## src/rtl/serial_pattern_detector_if.sv

```systemverilog
// Serial detector bundle: per-cycle bit input with control, plus match/status outputs.
// The master side drives the stream; the slave side is the detector.
interface serial_pattern_detector_if #(
    parameter int CNT_W = 8
);
    logic             en;
    logic             din;
    logic             clr;
    logic             match;
    logic [CNT_W-1:0] match_count;
    logic             armed;

    modport master (
        output en, din, clr,
        input  match, match_count, armed
    );

    modport slave (
        input  en, din, clr,
        output match, match_count, armed
    );
endinterface

```

## src/rtl/serial_pattern_detector.sv

```systemverilog
// Purpose: detect a PAT_W-bit pattern (MSB first) in a serial stream; pulse match, count matches.
// Latency: match is registered, high the cycle after the completing sample edge.
// Backpressure: none; en qualifies din each cycle and the block always accepts.
module serial_pattern_detector #(
    parameter int               PAT_W   = 4,
    parameter logic [PAT_W-1:0] PATTERN = 4'b1011,
    parameter int               CNT_W   = 8,
    parameter int               OVERLAP = 1
) (
    input  logic                     clk,
    input  logic                     rst,
    serial_pattern_detector_if.slave bus
);
    localparam int               FILL_W  = $clog2(PAT_W + 1);
    localparam logic [FILL_W-1:0] FULL   = FILL_W'(PAT_W);
    localparam logic [CNT_W-1:0] CNT_MAX = '1;

    logic [PAT_W-2:0]  hist_q, hist_d;
    logic [FILL_W-1:0] fill_q, fill_d;
    logic [CNT_W-1:0]  cnt_q, cnt_d;
    logic              match_q, match_d;

    logic [PAT_W-1:0]  next_hist;
    logic [FILL_W-1:0] next_fill;
    logic              hit;

    always_comb begin
        next_hist = {hist_q, bus.din};
        next_fill = (fill_q == FULL) ? FULL : fill_q + 1'b1;
        hit       = bus.en && (next_hist == PATTERN) && (next_fill == FULL);

        hist_d  = hist_q;
        fill_d  = fill_q;
        cnt_d   = cnt_q;
        match_d = 1'b0;

        if (bus.clr) begin
            hist_d = '0;
            fill_d = '0;
            cnt_d  = '0;
        end else if (bus.en) begin
            hist_d  = next_hist[PAT_W-2:0];
            // Non-overlapping mode forgets the matched bits by emptying the fill count.
            fill_d  = (hit && OVERLAP == 0) ? '0 : next_fill;
            match_d = hit;
            if (hit && cnt_q != CNT_MAX) begin
                cnt_d = cnt_q + 1'b1;
            end
        end
    end

    always_ff @(posedge clk or negedge rst) begin
        if (!rst) begin
            hist_q  <= '0;
            fill_q  <= '0;
            cnt_q   <= '0;
            match_q <= 1'b0;
        end else begin
            hist_q  <= hist_d;
            fill_q  <= fill_d;
            cnt_q   <= cnt_d;
            match_q <= match_d;
        end
    end

    assign bus.match       = match_q;
    assign bus.match_count = cnt_q;
    assign bus.armed       = (fill_q == FULL);
endmodule
```

## src/flat_wrapper.sv

```systemverilog
// flat-port wrapper written by rule: the top's interface ports become plain ports
module serial_pattern_detector_flat 
#(
    parameter int               PAT_W   = 4,
    parameter logic [PAT_W-1:0] PATTERN = 4'b1011,
    parameter int               CNT_W   = 8,
    parameter int               OVERLAP = 1
)
  (clk, rst, bus_en, bus_din, bus_clr, bus_match, bus_match_count, bus_armed);
  serial_pattern_detector_if #(.CNT_W(CNT_W)) bus_i ();
  input  logic clk;
  input  logic rst;
  input wire logic [$bits(bus_i.en)-1:0] bus_en;
  input wire logic [$bits(bus_i.din)-1:0] bus_din;
  input wire logic [$bits(bus_i.clr)-1:0] bus_clr;
  output wire logic [$bits(bus_i.match)-1:0] bus_match;
  output wire logic [$bits(bus_i.match_count)-1:0] bus_match_count;
  output wire logic [$bits(bus_i.armed)-1:0] bus_armed;
  assign bus_i.en = bus_en;
  assign bus_i.din = bus_din;
  assign bus_i.clr = bus_clr;
  assign bus_match = bus_i.match;
  assign bus_match_count = bus_i.match_count;
  assign bus_armed = bus_i.armed;
  serial_pattern_detector #(.PAT_W(PAT_W), .PATTERN(PATTERN), .CNT_W(CNT_W), .OVERLAP(OVERLAP)) u_core (.clk(clk), .rst(rst), .bus(bus_i));
endmodule
```

## config.mk

```make
export PLATFORM = sky130hd
export DESIGN_NAME = serial_pattern_detector_flat
export DESIGN_NICKNAME = d
export VERILOG_FILES = /design/src/rtl/serial_pattern_detector_if.sv /design/src/rtl/serial_pattern_detector.sv /design/src/flat_wrapper.sv
export SDC_FILE = /design/constraint.sdc
export NUM_CORES = 1
export LEC_CHECK = 0
export ABC_CLOCK_PERIOD_IN_PS = 2200
export BUFFER_PORTS_ARGS = -buffer_cell sky130_fd_sc_hd__buf_2
export CAP_MARGIN = 20
export CORE_UTILIZATION = 53
export CTS_CLUSTER_DIAMETER = 30
export DETAILED_ROUTE_END_ITERATION = 6
export PLACE_DENSITY = 0.76
export SETUP_SLACK_MARGIN = 0.5
export SLEW_MARGIN = 0
export SYNTH_ARGS = -nofsm -noshare
export SYNTH_HDL_FRONTEND = slang
export SYNTH_SLANG_ARGS = --single-unit
```

## constraint.sdc

```tcl
create_clock -name clk -period 2.2 [get_ports clk]
set_input_delay 0.22 -clock clk [delete_from_list [all_inputs] [get_ports clk]]
set_output_delay 0.22 -clock clk [all_outputs]
set_load 0.02 [all_outputs]
```

### Yosys cells after proc, flatten, opt, wreduce, memory -nomap -nowiden

Index checks and enable logic that the tools add are counted.

| word-level totals | value |
|---|---|
| register bits after elaboration | 15 |
| bits of input ports | 5 |
| output and inout bits | 10 |
| logic and storage cells | 26 |

| operators by class | value |
|---|---|
| add/subtract/negate cells | 2 |
| eq/ne operators | 4 |
| multiplexer cells | 10 |
| reductions and logical operators | 6 |

Operator list:

| operator | number |
|---|---|
| 8-bit two-way mux | 3 |
| 3-bit two-way mux | 5 |
| 8-bit by 1-bit adder with 8-bit output, second input constant | 1 |
| 8-bit != test, second input constant | 1 |
| 3-bit == test, second input constant | 2 |
| 4-bit == test, second input constant | 1 |
| 2-bit nonzero test | 2 |
| 3-bit by 1-bit adder with 3-bit output, second input constant | 1 |
| 1-bit logical AND | 3 |
| 1-bit two-way mux | 2 |
| 2-bit AND reduction | 1 |

### Logic depth before layout (Yosys ltp)

Gate-level depths: netlist (run 1).

| depth | value |
|---|---|
| word-level depth | 8 |
| gate-level depth with buffers | 7 |
| gate-level depth less buffers | 7 |

### Least setup slack after synthesis (run 1)

OpenSTA, ideal clock, no wires.

| path | value |
|---|---|
| kind | reg2reg |
| start | reg u_core.fill_q[0] |
| end | reg u_core.cnt_q[7] (netlist: u_core.bus.match_count[7]) |
| arrival | 1749 ps |
| setup slack | 326 ps |
| stages on the path, launching flop included | 7 |
| buffers on the path | 1 |
| path through | dfrtp_1 ha_1 nor2_1 or3_4 buf_6 nor4_1 mux2_2 |

| on the way | value |
|---|---|
| longest elaborated chain between the ends | 7 |
| elaborated cells between the ends (all ways) | 8 |
| those cells by class | add/sub: 1; eq/ne: 2; mux: 1; reduce/logical: 4 |

Ends and longest elaborated chain:

| item | RTL line | source |
|---|---|---|
| start: declaration | serial_pattern_detector.sv:19 | `logic [FILL_W-1:0] fill_q, fill_d;` |
| start signal: assignment | serial_pattern_detector.sv:60 | `fill_q <= fill_d;` |
| 3-bit by 1-bit adder with 3-bit output / 3-bit == test (equally long branches) | serial_pattern_detector.sv:29 | `next_fill = (fill_q == FULL) ? FULL : fill_q + 1'b1;` |
| 3-bit two-way mux * | serial_pattern_detector.sv:29 |  |
| 3-bit == test * | serial_pattern_detector.sv:30 | `hit = bus.en && (next_hist == PATTERN) && (next_fill == FULL);` |
| 1-bit logical AND * | serial_pattern_detector.sv:30 |  |
| 1-bit logical AND * | serial_pattern_detector.sv:46 | `if (hit && cnt_q != CNT_MAX) begin` |
| 2-bit nonzero test (no source line) * | - |  |
| 2-bit AND reduction (no source line) * | - |  |
| end signal: assignment | serial_pattern_detector.sv:61 | `cnt_q <= cnt_d;` |
| end: declaration | serial_pattern_detector.sv:20 | `logic [CNT_W-1:0] cnt_q, cnt_d;` |

Mark *: on every way between the ends. The rest lies on a longest branch, timed or not.
A chain may end at the register's enable or synchronous reset.

### Final worst setup path (run 1)

| path | value |
|---|---|
| start | reg u_core.fill_q[0] |
| end | reg u_core.cnt_q[5] (netlist: u_core.bus.match_count[5]) |

Same word-level chain as after synthesis.

==> key figures, run 1 <==
Finish
  • Commonest non-fill, non-tap cells in the layout: buf_2 (14), dfrtp_1 (14), nor2_1 (7), a21oi_1 (7), buf_4 (7)
  • Final Util: 0.7373
  • Synthesis-to-layout area growth: 29.58%
  • ANT cells: 0
  • Fraction of layout cells with a size suffix above 1: 0.4123
  • Nets: 123

Run
  • Max Cap Viol: 0

Worst setup path
  • Setup crit start: u_core.fill_q[0]$_DFFE_PN0P_
  • Arr. time, crit path: 1.94 ns
  • Crit Path Category: flip-flop to flip-flop
  • Critical path fanouts, max: 5
  • Worst endpoint required time: 2.37 ns
  • RR Startpoint: u_core.fill_q[0]$_DFFE_PN0P_
  • CP startpoint kind: flip-flop
  • Crit end category: flip-flop

STA
  • Final count of pins violating max slew: 0
  • Final TNS setup: 0 ns
  • Peak Freq: 566.1 MHz
  • Final period utilization: 0.8030
  • Worst Max-Slew Pin Slew: 0.4061 ns
  • Final Hold Violating Endpoints: 0
  • Skew final: 0.004611 ns
  • Headroom to the max-slew limit: 0.7290
  • Fin crit period: 1.767 ns
  • Final WS setup: 0.4335 ns
  • Setup violators final: 0
  • RSZ-0062 raised after global routing: true

Global routing
  • Number of global-route vias before repair: 815
  • Gr usage total: 0.2475
  • Largest net degree at the start of global routing: 21
  • Antenna violations before repair: 0
  • Overflow after GRT: 0
  • First-pass GRT wire length: 3415 um

Drt
  • # DRC: 0
  • Detailed-route via count: 804
  • Avg Vias per Cell: 6.185
  • Post-route ant nets: 0
  • 1st-pass router iterations: 4
  • Post-Route WL: 1977 um
  • Avg WL per Cell: 15.21 um
  • Initial DRC count: 16

Yosys
  • Netlist cell types: 31
  • Post-synthesis cell count: 91
  • Largest family of logic cells by synthesized area: simple AND/OR/NAND/NOR gates
  • Ys Warns: 0
  • Syn Nets: 99
  • Avg Inst Size Synth: 9.528 um^2
  • Fraction of the mapped netlist area in simple logic gates: 0.2670
  • Synth Area in Compound Gates: 0.1385
  • Adder-cell share of the synthesized area: 0.04329
  • Synth Cell Area: 867.1 um^2
  • Seq/Total Area, Yosys: 0.4329
  • Post-synthesis xor/xnor area fraction: 0
  • Mux cell area share after synthesis: 0.06205
  • Synthesis-stage register bit count: 15

Placement
  • Worst slack, placed: 0.2916 ns
  • Hpwl dp: 1212 um
  • GP Congestion: 0.7974
  • # port buffers: 14

Clocking
  • Clock Root Buffer: clkbuf_4
  • H-tree levels: 1
  • Worst skew pair latency: 0.29 ns
  • Sink Count: 15
  • CTS max path bufs: 2
  • Cts bufs inserted: 3
  • CTS tree: built
  • CTS clock-pin slew for the worst setup and hold paths: 0.09 ns

Power and ir drop
  • Power Dens Cells: 462.5 nW/um^2
  • Max rail drop VDD: 0.3149 mV
  • P_leak: 0.0004996 uW

Floorplanning
  • Die width: 42.45 um
  • Die height: 42.45 um
  • Num ports: 15
  • Starting density of the core: 0.5690
  • Core Region: 1524 um^2
  • Num rows: 14
  • Die ar.: 1802 um^2

Status
  • Status: completed

Worst hold path
  • Min-delay worst type: input port to flip-flop
  • Hold_sp: bus_din
[final timing paths]
path                                                    endpoint  slack [ns]  cells after the start
min in group asynchronous           u_core.fill_q[2]$_DFFE_PN0P_        0.35                      2
max reg2reg                u_core.bus.match_count[5]$_DFFE_PN0P_        0.43                      5
max in group asynchronous           u_core.fill_q[1]$_DFFE_PN0P_        1.58                      2
min                                 u_core.hist_q[0]$_DFFE_PN0P_        0.22                      3
min reg2reg                         u_core.hist_q[2]$_DFFE_PN0P_        0.54                      2
max                        u_core.bus.match_count[5]$_DFFE_PN0P_        0.43                      5
[worst max-delay path: stages (launching register included)]
cell     delay [ns]
dfrtp_1        0.44
ha_4           0.17
nor2_2         0.05
or3_4          0.42
nor4_4         0.22
mux2_1         0.35
[registers in the layout, summed over array words and instances (netlist names)]
signal	cells
u_core.bus.match	1
u_core.hist_q	3
u_core.fill_q	3
u_core.bus.match_count	8
[cell families after synthesis]
logic type	Yosys count
flops	15
buf+inv	9
mux	5
fa+ha+maj	3
compound gates	18
simple gates	41
[layer usage]
metal  vias up  share of wire  global-route usage
met5         -              0                   0
met4         0          0.021              0.1438
met3         7          0.047             0.03448
met2        31           0.47              0.3969
met1       385           0.46              0.3167
li1        381              -                   -
[cell usage after synthesis]
library cell | n | area, um^2
mux2i_1 | 2 | 20.02
nand3_1 | 4 | 20.02
o41ai_1 | 4 | 35.03
nand2b_1 | 3 | 18.77
nor3_1 | 3 | 15.01
mux2_2 | 2 | 22.52
inv_1 | 5 | 18.77
nand4_1 | 1 | 6.260
dfrtp_1 | 15 | 375.4
a31o_2 | 1 | 8.760
nor2b_1 | 6 | 37.54
nor2_1 | 9 | 33.78
and3_1 | 2 | 12.51
ha_1 | 3 | 37.54
a21oi_1 | 7 | 35.03
a31oi_1 | 2 | 12.51
buf_1 | 1 | 3.750
or4_1 | 1 | 7.510
and4b_1 | 1 | 10.01
mux2_1 | 1 | 11.26
o21ai_0 | 1 | 5.000
nand2_4 | 1 | 11.26
or3_4 | 1 | 11.26
o31ai_1 | 2 | 15.01
clkbuf_1 | 1 | 3.750
nand4b_1 | 1 | 8.760
buf_6 | 2 | 22.52
nor4_1 | 2 | 12.51
nand3b_1 | 1 | 7.510
a311oi_1 | 1 | 8.760
nand2_1 | 5 | 18.77
[timing repair]
action / CTS / global route
buffers inserted: 7 / 0
pin swaps: 3 / 2
gates cloned: 1 / 0
setup endpoints to repair: 8 / 8
gates resized for setup: 10 / 6
hold buffers: 1 / 0
endpoints found under the hold margin: 15 / 0
[cell type report]
class / instances / area [um^2]
Tap cell: 16 / 20.02
Multi-Input combinational cell: 68 / 545.5
Timing Repair Buffer: 22 / 132.6
Clock inverter: 1 / 5.005
Clock buffer: 3 / 22.52
Sequential cell: 15 / 376.6
Fill cell: 103 / 400.4
Inverter: 5 / 21.27
[where the power goes]
| part | leakage [uW] | internal, uW | switching, uW |
|---|---|---|---|
| combinational | 0.000276 | 33.1 | 41.8 |
| clock | 0.0000177 | 67.6 | 91.7 |
| sequential | 0.000206 | 280 | 5.36 |
[metrics by stage]
stage	cells	total power (uW)	area, um^2	hold WS, ns
final	130	519.7	1124	0.2208
after floorplan	91	322.4	890.9	-0.07559
after global placement	117	334.7	950.9	0.1360
after detailed placement	117	336.9	950.9	0.1429
after global routing	130	544.0	1124	0.2153
after CTS	130	519.2	1104	0.2173
No activity file was read; power rests on OpenSTA's default activity.
==> inputs of run 2 (changes only) <==
- ABC_CLOCK_PERIOD_IN_PS: 2200 -> 1500
- CORE_UTILIZATION: 53 -> 48
- PLACE_DENSITY: 0.76 -> 0.73
- clock period: 2.2 -> 1.5 ns (I/O delays scaled with it)
==> key figures, run 2 <==
Floorplanning
  • Num ports: 15 (unchanged)
  • Die height: 44.50 um (+4.8%)
  • Num rows: 14 (unchanged)
  • Die width: 44.50 um (+4.8%)
  • Starting density of the core: 0.5440 (-0.02501)

Global routing
  • Largest net degree at the start of global routing: 21

Placement
  • GP Congestion: 0.8090 (+1.5%)
  • Placed cell count: 144 (+23%)
  • # port buffers: 14 (unchanged)
  • Hpwl dp: 1496 um (+23%)

STA
  • GR repair worst EP: u_core.bus.match_count[0]$_DFFE_PN0P_/D
  • WEP type: register data pin

Yosys
  • Avg Inst Size Synth: 9.528 um^2 (unchanged)
  • Post-synthesis cell count: 91 (unchanged)
  • Top cell type by total area after synthesis: dfrtp_1
  • EDFF count, synth: 0 (unchanged)
  • Top-count cell post-synth: dfrtp_1
  • Synth top cells by count: dfrtp_1 (15), nor2_1 (9), a21oi_1 (7)
  • Netlist cell types: 31 (unchanged)
  • Asr flop ratio synth: 1.000 (unchanged)
  • Synthesis-stage register bit count: 15 (unchanged)
  • Top cells by area, synth: dfrtp_1 (43%), ha_1 (4.3%), nor2b_1 (4.3%)
  • Synth Flop Type: dfrtp_1
  • Area share of the largest cell type after synthesis: 0.4329 (unchanged)
  • Ys Warns: 0 (unchanged)
  • Synth Cell Area: 867.1 um^2 (unchanged)
  • Syn Nets: 99 (unchanged)
  • Seq/Total Area, Yosys: 0.4329 (unchanged)

Status
  • Error msg: [ERROR DPL-0038] Utilization greater than 100%, impossible to legalize
  • Exit stage: global routing (5_1_grt)
  • Status: aborted with a tool error

Clocking
  • Clock Root Buffer: clkbuf_4
  • Sink Count: 15 (unchanged)
  • Cts bufs inserted: 3 (unchanged)
  • CTS max path bufs: 2 (unchanged)
  • H-tree levels: 1 (unchanged)
==> run 2: cell counts after synthesis <==
No cell type changed its count.
==> run 2: kinds of logic after synthesis <==
kind of cell | count (synthesis) | synth area share
AO/OA/AOI/OAI | 18 | 0.1385
adder cells (fa/ha/maj) | 3 | 0.04329
buffers and inverters | 9 | 0.05627
flip-flops | 15 | 0.4329
multiplexers | 5 | 0.06205
AND/OR/NAND/NOR | 41 | 0.2670
==> run 2: timing repair <==
action,4_1_cts
endpoints found under the hold margin,15
gates cloned,1
hold buffers,1
setup endpoints to repair,21
pin swaps,10
gates resized for setup,47
buffers inserted,12
==> run 2: through the flow <==
step	setup WS (ns)	cell area, um^2
2_1_floorplan	-0.3014	893.4
3_3_place_gp	-0.2991	1106
3_5_place_dp	-0.3184	1106
4_1_cts	-0.2894	1439
==> inputs of run 3 (changes only) <==
- ABC_CLOCK_PERIOD_IN_PS: 1500 -> 2000
- CORE_AREA: not set -> 2 2 63 65
- CORE_UTILIZATION: 48 -> not set
- CTS_CLUSTER_DIAMETER: 30 -> not set
- DIE_AREA: not set -> 0 0 65 67
- PLACE_DENSITY: 0.73 -> not set
- PLACE_DENSITY_LB_ADDON: not set -> 0.15
- SETUP_SLACK_MARGIN: 0.5 -> not set
- clock period: 1.5 -> 2 ns (I/O delays scaled with it)
==> key figures, run 3 (synthesis gave the netlist of run 1 again) <==
Status
  • Status: completed

Finish
  • Final Non-Filler Cells: 156
  • Max FFs per register: 8
  • Synthesis-to-layout area growth: 21.93%
  • Most common cell after layout, fill and taps aside: dfrtp_1
  • Commonest non-fill, non-tap cells in the layout: dfrtp_1 (15), buf_2 (14), nor2_1 (9), a21oi_1 (7), nor2b_1 (6)
  • Fraction of layout cells with a size suffix above 1: 0.2500
  • ANT cells: 0
  • Nets: 117
  • Final Util: 0.2932

Global routing
  • Largest net degree at the start of global routing: 21
  • Overflow after GRT: 0
  • Gr usage total: 0.09724
  • First-pass GRT wire length: 3215 um
  • Antenna violations before repair: 0
  • Number of global-route vias before repair: 692

Drt
  • Avg Vias per Cell: 4.776
  • Post-route ant nets: 0
  • Detailed-route via count: 745
  • 1st-pass router iterations: 4
  • Initial DRC count: 24
  • # DRC: 0
  • Avg WL per Cell: 12.40 um
  • Post-Route WL: 1934 um

Worst setup path
  • Critical-path top delay cell: or3_4
  • Crit end category: flip-flop
  • Setup slack, reg-to-reg: 0.12 ns
  • Slowest stage delay, CP: 0.43 ns
  • Crit Path Category: flip-flop to flip-flop
  • Critical path fanouts, max: 9
  • Arr. time, crit path: 2.00 ns
  • R2r worst-path depth: 5
  • Worst endpoint required time: 2.13 ns
  • Worst R2R End: u_core.bus.match_count[5]$_DFFE_PN0P_
  • Worst path top cell family by delay: simple AND/OR/NAND/NOR gates
  • CP Cell Sequence: ha_1 > nor2_1 > or3_4 > nor4_1 > mux2_1
  • Buf/Inv on CP: 0
  • RR Startpoint: u_core.fill_q[0]$_DFFE_PN0P_
  • CP startpoint kind: flip-flop

Worst hold path
  • Min-delay worst type: input port to flip-flop
  • Hold_sp: bus_din
  • Hold path cells: 3
  • Worst hold endpoint: u_core.hist_q[0]$_DFFE_PN0P_

Placement
  • Hpwl dp: 1376 um (-8.0%)
  • GP Congestion: 0.7829 (-3.2%)
  • # port buffers: 14 (unchanged)
  • Placed cell count: 150 (+4.2%)

Clocking
  • Cts bufs inserted: 3 (unchanged)
  • CTS clock-pin slew for the worst setup and hold paths: 0.06 ns
  • Worst skew pair latency: 0.25 ns
  • CTS tree: built
  • CTS max path bufs: 2 (unchanged)
  • Clock Root Buffer: clkbuf_8
  • H-tree levels: 1 (unchanged)
  • Sink Count: 15 (unchanged)

Floorplanning
  • Starting density of the core: 0.2405 (-0.3035)
  • Die width: 65 um (+46%)
  • Core Region: 3606 um^2
  • Die height: 67 um (+51%)
  • Die ar.: 4355 um^2
  • Num rows: 22 (+8)
  • Num ports: 15 (unchanged)

STA
  • Skew final: 0.002640 ns
  • RSZ-0062 raised after global routing: false
  • Headroom to the max-slew limit: 0.6909
  • Peak Freq: 532.4 MHz
  • Final Hold Violating Endpoints: 0
  • Fin Hold WS: 0.2306 ns
  • Final TNS setup: 0 ns
  • Final period utilization: 0.9391
  • Worst Max-Slew Pin Slew: 0.4619 ns
  • Final count of pins violating max slew: 0
  • Setup violators final: 0
  • Fin crit period: 1.878 ns

Run
  • Max Cap Viol: 0

Power and ir drop
  • Max rail drop VDD: 0.1374 mV
  • P_leak: 0.0004779 uW
  • Power Dens Cells: 584.4 nW/um^2
[run 3: report_power, final]
group | leakage [uW] | total (uW) | internal (uW) | switching, uW
clock | 0.0000228 | 246 | 141 | 105
sequential | 0.000207 | 312 | 309 | 3.78
combinational | 0.000248 | 59.2 | 22.1 | 37.1
[run 3: worst max-delay path by stage]
stage	slack, ns	endpoint	from	cells after the start
5_1_grt	0.02	u_core.bus.match_count[7]$_DFFE_PN0P_	u_core.fill_q[0]$_DFFE_PN0P_	5
2_1_floorplan	0.13	u_core.bus.match_count[7]$_DFFE_PN0P_	u_core.fill_q[0]$_DFFE_PN0P_	6
3_3_place_gp	0.10	u_core.bus.match_count[7]$_DFFE_PN0P_	u_core.fill_q[0]$_DFFE_PN0P_	5
4_1_cts	0.07	u_core.bus.match_count[7]$_DFFE_PN0P_	u_core.fill_q[0]$_DFFE_PN0P_	5
3_5_place_dp	0.09	u_core.bus.match_count[7]$_DFFE_PN0P_	u_core.fill_q[0]$_DFFE_PN0P_	5
6_report	0.12	u_core.bus.match_count[5]$_DFFE_PN0P_	u_core.fill_q[0]$_DFFE_PN0P_	5
[run 3: layout make-up]
class                   count  area, um^2
repair buffers             17       95.09
fillers                   380        2549
flip-flops and latches     15       375.4
clock buffers               4       45.04
inverters                   5       18.77
well taps                  48       60.06
multi-input cells          67       462.9
[run 3: what timing repair did]
| item | CTS | global route |
|---|---|---|
| setup endpoints to repair | 0 | 5 |
| endpoints found under the hold margin | 15 | 0 |
| buffers inserted | 0 | 1 |
| gates resized for setup | 0 | 3 |
| hold buffers | 1 | 0 |
[run 3: stage by stage]
stage	power, uW	setup WS, ns	cell area, um^2
CTS	627.1	0.06748	1030
global placement	372.4	0.1030	974.7
floorplan	352.1	0.1262	867.1
finish	617.9	0.1218	1057
detailed placement	371.9	0.08598	974.7
global route	657.1	0.02096	1057
[run 3: worst reg2reg max path, stage by stage, from the launching register on]
cell	delay (ns)
dfrtp_1	0.37
ha_1	0.21
nor2_1	0.08
or3_4	0.43
nor4_1	0.31
mux2_1	0.36
[run 3: layer usage]
metal  up-vias  track usage  routed length, um
met5         -            0                  0
met4         0      0.06383                 40
met3         4      0.01858                 74
met2        17       0.1521                909
met1       360       0.1215                910
li1        364            -                  -
==> inputs of run 4 (changes only) <==
- RECOVER_POWER: not set -> 25
==> key figures, run 4 (synthesis gave the netlist of run 1 again) <==
Power and ir drop
  • Internal power: 471.4 uW (about the same)
  • Psw: 146.2 uW (about the same)
  • Clock power share: 0.399 (about the same)
  • Reg power frac: 0.506 (about the same)
  • Max rail drop VDD: 0.1374 mV (about the same)
  • Power Total: 617.6 uW (about the same)
  • P_leak: 0.0004751 uW (-0.58%)
  • Power Dens Cells: 584.9 nW/um^2 (about the same)
  • Sw Ratio: 0.2367 (about the same)
  • Logic pwr share: 0.095 (about the same)

Global routing
  • Overflow after GRT: 0 (unchanged)
  • Largest net degree at the start of global routing: 21 (unchanged)
  • Gr usage total: 0.09724 (unchanged)
  • First-pass GRT wire length: 3215 um (unchanged)
  • Antenna violations before repair: 0 (unchanged)
  • Number of global-route vias before repair: 692 (unchanged)

Clocking
  • Worst skew pair latency: 0.25 ns (about the same)
  • CTS tree: built
  • Sink Count: 15 (unchanged)
  • CTS max path bufs: 2 (unchanged)
  • Clock Root Buffer: clkbuf_8
  • CTS clock-pin slew for the worst setup and hold paths: 0.06 ns (about the same)
  • Cts bufs inserted: 3 (unchanged)
  • H-tree levels: 1 (unchanged)

Worst setup path
  • Arr. time, crit path: 2.00 ns (about the same)
  • Crit end category: flip-flop
  • Crit Path Category: flip-flop to flip-flop
  • Critical path fanouts, max: 9 (unchanged)
  • CP startpoint kind: flip-flop
  • Worst endpoint required time: 2.13 ns (about the same)

Finish
  • Nets: 117 (unchanged)
  • Max FFs per register: 8 (unchanged)
  • Commonest non-fill, non-tap cells in the layout: dfrtp_1 (15), buf_2 (13), nor2_1 (9), a21oi_1 (7), nor2b_1 (6)
  • Fraction of layout cells with a size suffix above 1: 0.2407 (-0.009259)
  • ANT cells: 0 (unchanged)
  • Most common cell after layout, fill and taps aside: dfrtp_1
  • Final Non-Filler Cells: 156 (unchanged)
  • Final instance area: 1056 um^2 (-0.12%)
  • Synthesis-to-layout area growth: 21.79%

STA
  • Final Hold Violating Endpoints: 0 (unchanged)
  • Final period utilization: 0.9391 (unchanged)
  • Final count of pins violating max slew: 0 (unchanged)
  • Final TNS setup: 0 ns (unchanged)
  • Headroom to the max-slew limit: 0.4349 (-0.2560)
  • Fin Hold WS: 0.2306 ns (unchanged)
  • Worst Max-Slew Pin Slew: 0.8476 ns (+0.3857 ns)
  • Skew final: 0.002640 ns (unchanged)
  • RSZ-0062 raised after global routing: false
  • Setup violators final: 0 (unchanged)
  • Peak Freq: 532.4 MHz (unchanged)
  • Fin crit period: 1.878 ns (unchanged)

Placement
  • Hpwl dp: 1376 um (unchanged)
  • Placed cell count: 150 (unchanged)
  • GP Congestion: 0.7829 (unchanged)
  • # port buffers: 14 (unchanged)
  • Post-DP Area: 974.7 um^2 (unchanged)

Drt
  • Post-route ant nets: 0 (unchanged)
  • Post-Route WL: 1933 um (about the same)
  • 1st-pass router iterations: 4 (unchanged)
  • Avg Vias per Cell: 4.776 (unchanged)
  • # DRC: 0 (unchanged)
  • Initial DRC count: 23 (-4.2%)
  • Detailed-route via count: 745 (unchanged)
  • Avg WL per Cell: 12.39 um (about the same)

Run
  • Max Cap Viol: 0 (unchanged)

Floorplanning
  • Starting density of the core: 0.2405 (unchanged)
  • Die ar.: 4355 um^2 (unchanged)
  • Die height: 67 um (unchanged)
  • Core Region: 3606 um^2 (unchanged)
  • Num rows: 22 (unchanged)
  • Num ports: 15 (unchanged)
  • Die width: 65 um (unchanged)

Status
  • Status: completed

Worst hold path
  • Min-delay worst type: input port to flip-flop
==> run 4: routing by layer <==
layer  track usage  routed length, um  share of wire  vias up
li1              -                  -              -      364
met1        0.1215                908           0.47      360
met2        0.1521                909           0.47       17
met3       0.01858                 74          0.038        4
met4       0.06383                 40          0.021        0
met5             0                  0              0        -
==> run 4: path summary, 6_finish.rpt <==
check | cells past startpoint | to | startpoint | slack, ns
setup / recovery | 5 | u_core.bus.match_count[5]$_DFFE_PN0P_ | u_core.fill_q[0]$_DFFE_PN0P_ | 0.12
max in group asynchronous | 2 | u_core.bus.match_count[5]$_DFFE_PN0P_ | rst | 0.90
hold / removal | 3 | u_core.hist_q[0]$_DFFE_PN0P_ | bus_din | 0.23
hold reg to reg | 2 | u_core.hist_q[2]$_DFFE_PN0P_ | u_core.hist_q[2]$_DFFE_PN0P_ | 0.54
min in group asynchronous | 2 | u_core.fill_q[2]$_DFFE_PN0P_ | rst | 0.57
setup reg to reg | 5 | u_core.bus.match_count[5]$_DFFE_PN0P_ | u_core.fill_q[0]$_DFFE_PN0P_ | 0.12
==> run 4: repair_timing <==
action / CTS / global route
resized for setup: 0 / 3
hold buffers: 1 / 0
setup buffers: 0 / 1
hold endpoints to repair: 15 / 0
endpoints found under the setup margin: 0 / 5
==> run 4: layout make-up <==
| cell class | instances | area, um^2 |
|---|---|---|
| clock buffers | 4 | 45.04 |
| fillers | 380 | 2550 |
| inverters | 5 | 18.77 |
| multi-input cells | 67 | 462.9 |
| flip-flops and latches | 15 | 375.4 |
| well taps | 48 | 60.06 |
| repair buffers | 17 | 93.84 |
==> run 4: power by group through the flow <==
stage / Sequential [uW] / Combinational [uW] / Clock [uW]
finish: 312 / 58.9 / 246
global route: 313 / 66.9 / 277
CTS: 313 / 55.2 / 259
detailed placement: 318 / 53.4 / 0
global placement: 318 / 54.2 / 0
floorplan: 318 / 34.5 / 0
==> run 4: critical path, stage by stage, from the launching register on <==
cell	delay, ns
dfrtp_1	0.37
ha_1	0.21
nor2_1	0.07
or3_4	0.43
nor4_1	0.31
mux2_1	0.36
==> run 4: through the flow <==
| stage | util | setup slack [ns] |
|---|---|---|
| 3_3_place_gp | 0.2703 | 0.1030 |
| 2_1_floorplan | - | 0.1262 |
| 6_report | 0.2929 | 0.1218 |
| 3_5_place_dp | 0.2703 | 0.08598 |
| 5_1_grt | 0.2929 | 0.02096 |
| 4_1_cts | 0.2856 | 0.06748 |
